### src/rtl/hazard_control_unit.sv
// Hazard and stall controller for the 5-stage rv32i pipeline: load-use bubbles,
// memory-wait freezes, taken-branch flushes and hazard event counters.
module hazard_control_unit #(
  parameter int unsigned CNT_W = 32
) (
  input  logic             clk,
  input  logic             rst,
  input  logic [4:0]       id_src1,
  input  logic [4:0]       id_src2,
  input  logic             id_uses_src1,
  input  logic             id_uses_src2,
  input  logic [4:0]       ex_dest,
  input  logic             ex_ld_regfile,
  input  logic             ex_dmem_read,
  input  logic             ex_br_taken,
  input  logic             imem_read,
  input  logic             imem_resp,
  input  logic             dmem_read,
  input  logic             dmem_write,
  input  logic             dmem_resp,
  output logic             load_pc,
  output logic             load_if_id,
  output logic             load_id_ex,
  output logic             load_ex_mem,
  output logic             load_mem_wb,
  output logic             bubble_id_ex,
  output logic             flush_if_id,
  output logic [CNT_W-1:0] freeze_cnt,
  output logic [CNT_W-1:0] bubble_cnt,
  output logic [CNT_W-1:0] flush_cnt
);

  typedef enum logic [0:0] {StRun, StBubble} state_e;

  state_e state_q, state_d;

  logic freeze;
  logic lu_hazard;
  logic bubble_commit;
  logic flush_commit;

  logic [CNT_W-1:0] freeze_cnt_q, bubble_cnt_q, flush_cnt_q;

  assign freeze = (imem_read & ~imem_resp) | ((dmem_read | dmem_write) & ~dmem_resp);

  // x0 is never a real dependency, so a load to x0 cannot stall.
  assign lu_hazard = ex_dmem_read & ex_ld_regfile & (ex_dest != 5'd0) &
                     ((id_uses_src1 & (id_src1 == ex_dest)) |
                      (id_uses_src2 & (id_src2 == ex_dest)));

  assign flush_commit  = ex_br_taken & ~freeze;
  assign bubble_commit = lu_hazard & (state_q == StRun) & ~freeze & ~ex_br_taken;

  always_comb begin
    state_d      = state_q;
    load_pc      = 1'b1;
    load_if_id   = 1'b1;
    load_id_ex   = 1'b1;
    load_ex_mem  = 1'b1;
    load_mem_wb  = 1'b1;
    bubble_id_ex = 1'b0;
    flush_if_id  = 1'b0;
    if (!rst || freeze) begin
      load_pc     = 1'b0;
      load_if_id  = 1'b0;
      load_id_ex  = 1'b0;
      load_ex_mem = 1'b0;
      load_mem_wb = 1'b0;
    end else if (ex_br_taken) begin
      // Wrong-path load-use is discarded along with the flushed instructions.
      bubble_id_ex = 1'b1;
      flush_if_id  = 1'b1;
      state_d      = StRun;
    end else if (bubble_commit) begin
      load_pc      = 1'b0;
      load_if_id   = 1'b0;
      bubble_id_ex = 1'b1;
      state_d      = StBubble;
    end else begin
      state_d = StRun;
    end
  end

  always_ff @(posedge clk or negedge rst) begin
    if (!rst) begin
      state_q      <= StRun;
      freeze_cnt_q <= '0;
      bubble_cnt_q <= '0;
      flush_cnt_q  <= '0;
    end else begin
      state_q <= state_d;
      if (freeze)        freeze_cnt_q <= freeze_cnt_q + CNT_W'(1);
      if (bubble_commit) bubble_cnt_q <= bubble_cnt_q + CNT_W'(1);
      if (flush_commit)  flush_cnt_q  <= flush_cnt_q + CNT_W'(1);
    end
  end

  assign freeze_cnt = freeze_cnt_q;
  assign bubble_cnt = bubble_cnt_q;
  assign flush_cnt  = flush_cnt_q;

endmodule

### config.mk
export PLATFORM = sky130hd
export DESIGN_NAME = hazard_control_unit
export DESIGN_NICKNAME = d
export VERILOG_FILES = /design/src/rtl/hazard_control_unit.sv
export SDC_FILE = /design/constraint.sdc
export NUM_CORES = 1
export LEC_CHECK = 0
export CORE_ASPECT_RATIO = 2
export CORE_MARGIN = 2
export CORE_UTILIZATION = 52
export DETAILED_ROUTE_END_ITERATION = 6
export PLACE_DENSITY = 0.81
export SYNTH_ARGS = -nofsm -noshare
export SYNTH_HDL_FRONTEND = slang
export SYNTH_SLANG_ARGS = --single-unit
### constraint.sdc
create_clock -name clk -period 7.8 [get_ports clk]
set_input_delay 2.34 -clock clk [delete_from_list [all_inputs] [get_ports clk]]
set_output_delay 2.34 -clock clk [all_outputs]
set_load 0.02 [all_outputs]
## Word level (Yosys, flattened, before mapping)

Index checks and enable logic that the tools add are counted.

| operators by class | value |
|---|---|
| add/subtract/negate cells | 3 |
| equal/unequal tests | 2 |
| muxes and demuxes | 10 |
| bitwise operators | 19 |
| reduce and logical (&&, ||, !) cells | 3 |

Operators by type and width:

| cell | count |
|---|---|
| adder 32 x 1 -> 32 bit (second input constant) | 3 |
| AND 1 bit | 11 |
| equality test 5 bit | 2 |
| two-way mux 1 bit | 10 |
| NOT 1 bit | 5 |
| nonzero test 5 bit | 1 |
| OR 1 bit | 3 |
| logical NOT 1 bit | 1 |
| logical OR 1 bit | 1 |

| word-level totals | value |
|---|---|
| register bits | 97 |
| input port bits | 27 |
| output and inout bits | 103 |

## Depth between registers and ports, before layout

Gate-level depths: netlist of run 1.

| logic depth | value |
|---|---|
| depth after elaboration | 10 |
| gate-level depth with buffers | 6 |
| gate-level depth less buffers | 6 |

## Worst setup path before layout of run 1

OpenSTA, ideal clock, no wires.

| timing | value |
|---|---|
| path kind | input port to output port |
| start | input ex_dest[1] |
| end | output load_pc |
| arrival time | 3.854 ns |
| required time | 5.460 ns |
| path slack | 1.606 ns |
| cell stages on the path | 6 |
| cell sequence | or4_1 -> o2111ai_2 -> nor2_1 -> nand3b_2 -> and2_1 -> buf_4 |

| between the ends | value |
|---|---|
| cells in the longest elaborated chain, start to end | 10 |

RTL lines:

| what | RTL line | source |
|---|---|---|
| start, declared | 12 | `input logic [4:0] ex_dest,` |
| equality test 5 bit (on tied branches) | 48, 49 |  |
| AND 1 bit (on tied branches) | 48, 49 |  |
| OR 1 bit | 48 | `((id_uses_src1 & (id_src1 == ex_dest)) \|` |
| AND 1 bit * | 47 | `assign lu_hazard = ex_dmem_read & ex_ld_regfile & (ex_dest != 5'd0) &` |
| AND 1 bit * (3 in a row) | 52 | `assign bubble_commit = lu_hazard & (state_q == StRun) & ~freeze & ~ex_br_taken;` |
| two-way mux 1 bit * (3 in a row) | - |  |
| end, declared | 21 | `output logic load_pc,` |

Mark *: on every way between the ends. The rest lies on a longest branch, timed or not.

## Worst setup path after layout of run 1

| timing | value |
|---|---|
| start | input ex_dest[1] |
| end | output load_pc |

| between the ends | value |
|---|---|
| cells in the longest elaborated chain, start to end | 10 |

RTL lines:

| what | RTL line | source |
|---|---|---|
| equality test 5 bit (on tied branches) | 48, 49 |  |
| AND 1 bit (on tied branches) | 48, 49 |  |
| OR 1 bit | 48 |  |
| AND 1 bit * | 47 |  |
| AND 1 bit * (3 in a row) | 52 |  |
| two-way mux 1 bit * | 74 | `end else if (bubble_commit) begin` |
| two-way mux 1 bit * | 69 | `end else if (ex_br_taken) begin` |
| two-way mux 1 bit * | 63 | `if (!rst \|\| freeze) begin` |

Marks and branches as above.

==> results.md, run 1 <==
- Async SR Flop Fraction: 1.00
- Multiplexer share of the synthesized area: 0.00685
- Hold WC Path Type: reg2reg
- Sequential share of power: 0.463
- Root Driver: clkbuf_16
- Die footprint: 9960 µm²
- Post-Synth Simple-Gate Area: 0.242
- Initial antenna violation count: 0
- Routability cong.: 0.821
- Worst Max-Slew Pin Slew: 0.858 ns
- Synth Register Bits: 97
- Max-slew violations: 0
- Post-route cell area: 6400 µm²
- Tot GR Track Use: 0.221
- Sw Ratio: 0.271
- Sw Pwr: 0.343 mW
- Total number of yosys warnings: 0
- Pleak: around 2.7 nW
- CTS clk-pin slew, worst paths: roughly 0.060 ns
- Final Hold Fails: 0
- Register area share after synthesis: 0.511
- Max Buffers Root-to-Sink: 2
- Number of global-route vias before repair: 3688
- P_int: 0.925 mW
- Hold Buf Count CTS: 0
- Mapped Area: 4750 µm²
- Combinational share of power: 0.183
- CTS resizes: 0
- Filler cells: 673
- Multi-input logic area: 2200 µm²
- Post-synth EDFFs: 0
- Worst skew pair latency: 0.33 ns
- Setup_tns: 0 ns
- Drt initial violations: 239
- PortBufs: 129
- Fmax: 140 MHz
- Post-synthesis compound-gate area fraction: 0.0150
- Crit Path Class: in2out
- Core Region: 8950 µm²
- Largest family of logic cells by synthesized area: simple AND/OR/NAND/NOR gates
- Routed WL: 10.7 mm
- Reg area: 2430 µm²
- Share of layout cells above drive strength 1: 0.0739
- Starting Density: 0.530
- CTS buffer count: 9
- Clock Power Share: 0.355
- First-pass GRT wire length: 17.5 mm
- Hpwl dp: 8.03 mm
- Crit share post-route: 0.915
- Mapped Avg Cell Area: approximately 11 µm²
- Area delta synth->final: 34.9%
- XOR/XNOR Fraction of Synth Area: 0.190
- Die outline width: 71.6 µm
- Iteration count of the initial detailed-routing pass: 4
- Worst rel slew slack: 0.426
- Number of clock sinks: 97
- Largest net degree at the start of global routing: 51
- Req. time, crit path: 5.46 ns
- Critical-path maximum fanout: 4
- Power per cell area: 198 nW/µm²
- Site Rows: 49
- Netlist cell types: 45
- Synth Area in Adders: 0.00791
- IO Pins: 130
- Flop-to-flop setup slack: 5.73 ns
- Arrival time worst endpoint: 4.80 ns
- RSZ-0062 raised after global routing: false
- Gate Count Post-Synth: roughly 420
- Final Critical Period: 7.14 ns
- Final setup violation count: 0
- # Max-Cap Violations: 0
- Die Ht: 139 µm
- Synth Net Count: around 450
- Setup bufs post-CTS: 0
- Worst VDD drop: 0.000204 V
- Crit path launch type: primary input
- Nets@finish: 580
- Clock skew: 0.00731 ns
- Outcome: finished clean
- Antenna Cells: 0
- GRT overflow: 0
- DRC viols: 0
- Via Count: ~3.6k
- CTS tree: done
- Detail Route Antenna Nets: 0
- Critical path capture point type: primary output
- Average wire per cell in the routed design: 16.3 µm
- DP Area: roughly 6100 µm²
- Most frequently used flop master after synthesis: dfrtp_1
- H-Tree Depth: 3
- Via density per instance: 5.52
-- metrics by stage --
step                utilization  total power [mW]  cells  worst slack [ns]  hold WS (ns)
global route              0.716              1.32    657             0.540         0.495
CTS                       0.716              1.28    657             0.633         0.474
detailed placement        0.681             0.829    641             0.642         0.462
global placement          0.681             0.821    641             0.690         0.458
finish                    0.716              1.27    657             0.661         0.465
floorplan                     -             0.701    421              1.61         0.496
-- flip-flops by register name, summed over array words and instances, names as in the netlist --
name        cells
bubble_cnt     32
state_q         1
flush_cnt      32
freeze_cnt     32
-- logic make-up (layout without fill, tap and decap cells) --
group,count (synthesis),count (layout)
AND/OR/NAND/NOR,185,185
XOR/XNOR,103,103
flip-flops,97,97
buffers and inverters,22,156
AO/OA/AOI/OAI,8,8
adder cells (fa/ha/maj),3,3
multiplexers,3,3
-- cells in the final DEF (no fill, tap or decap), types with 2 or more instances in the layout --
cell             instances
buf_4                    4
nand3_1                 34
nor2_1                  17
and2_1                  10
inv_1                    8
nor4b_4                  3
clkbuf_16                9
ha_1                     3
nor3_1                   8
clkbuf_8                 3
xnor2_1                 80
nor3_2                   5
dfrtp_1                 97
nand4_1                 30
and3_1                  16
nand2_1                 38
nand4b_1                 2
clkdlybuf4s50_1        128
xor2_1                  23
clkbuf_1                 2
and4_1                   6
mux2_2                   2
nand4_4                  2
-- area by class of cell --
| type | instances | share of cell area |
|---|---|---|
| Clock buffer | 14 | 0.0428 |
| Inverter | 8 | 0.00469 |
| Timing Repair Buffer | 132 | 0.205 |
| Tap cell | 102 | 0.0199 |
| Multi-Input combinational cell | 302 | 0.343 |
| Sequential cell | 97 | 0.379 |
| Clock inverter | 2 | 0.00547 |
-- metal layers --
layer  up-vias  track usage  part of all wire
met1      1793        0.245              0.37
met3        21       0.0472             0.054
met2       102        0.399              0.55
li1       1710            -                 -
met5         -            0                 0
met4         0       0.0904             0.026
-- critical path, cell delays in order --
cell and delay (ns):
clkdlybuf4s50_1 0.48, or4_1 0.57, o2111ai_2 0.34, nor2_1 0.12, nand3b_2 0.14, and2_1 0.19, clkdlybuf4s50_1 0.62
-- final timing paths --
check / from / to / cells after the start
min in group asynchronous: rst / freeze_cnt[16]$_DFFE_PN0P_ / 2
worst max register to register: freeze_cnt[18]$_DFFE_PN0P_ / freeze_cnt[31]$_DFFE_PN0P_ / 5
worst min register to register: bubble_cnt[31]$_DFFE_PN0P_ / bubble_cnt[31]$_DFFE_PN0P_ / 1
max in group asynchronous: rst / bubble_cnt[10]$_DFFE_PN0P_ / 3
worst max-delay path: ex_dest[1] / load_pc / 7
worst min-delay path: bubble_cnt[31]$_DFFE_PN0P_ / bubble_cnt[31]$_DFFE_PN0P_ / 1
-- synthesized netlist by cell type (all sizes together), types with 9 or more instances --
master	number	area share
buf	9	0.016
nand3	34	0.036
nor2	17	0.013
dfrtp	97	0.51
nand2	38	0.030
nand4	33	0.051
and2	10	0.013
nor3	14	0.022
xnor2	80	0.15
xor2	23	0.042
and3	16	0.021
-- power by group through the flow --
| stage | Sequential, mW | Clock, mW | Combinational [mW] |
|---|---|---|---|
| floorplan | 0.628 | 0 | 0.0730 |
| global placement | 0.592 | 0 | 0.229 |
| detailed placement | 0.595 | 0 | 0.234 |
| CTS | 0.586 | 0.460 | 0.235 |
| global route | 0.592 | 0.482 | 0.248 |
| finish | 0.587 | 0.450 | 0.232 |
No activity file was read; power rests on OpenSTA's default activity.
==> run 2: changes to the inputs <==
SLEW_MARGIN = 20   (was not set)
==> results of run 2 <==
Same layout as run 1: the final DEF is identical, and so are final timing and power.
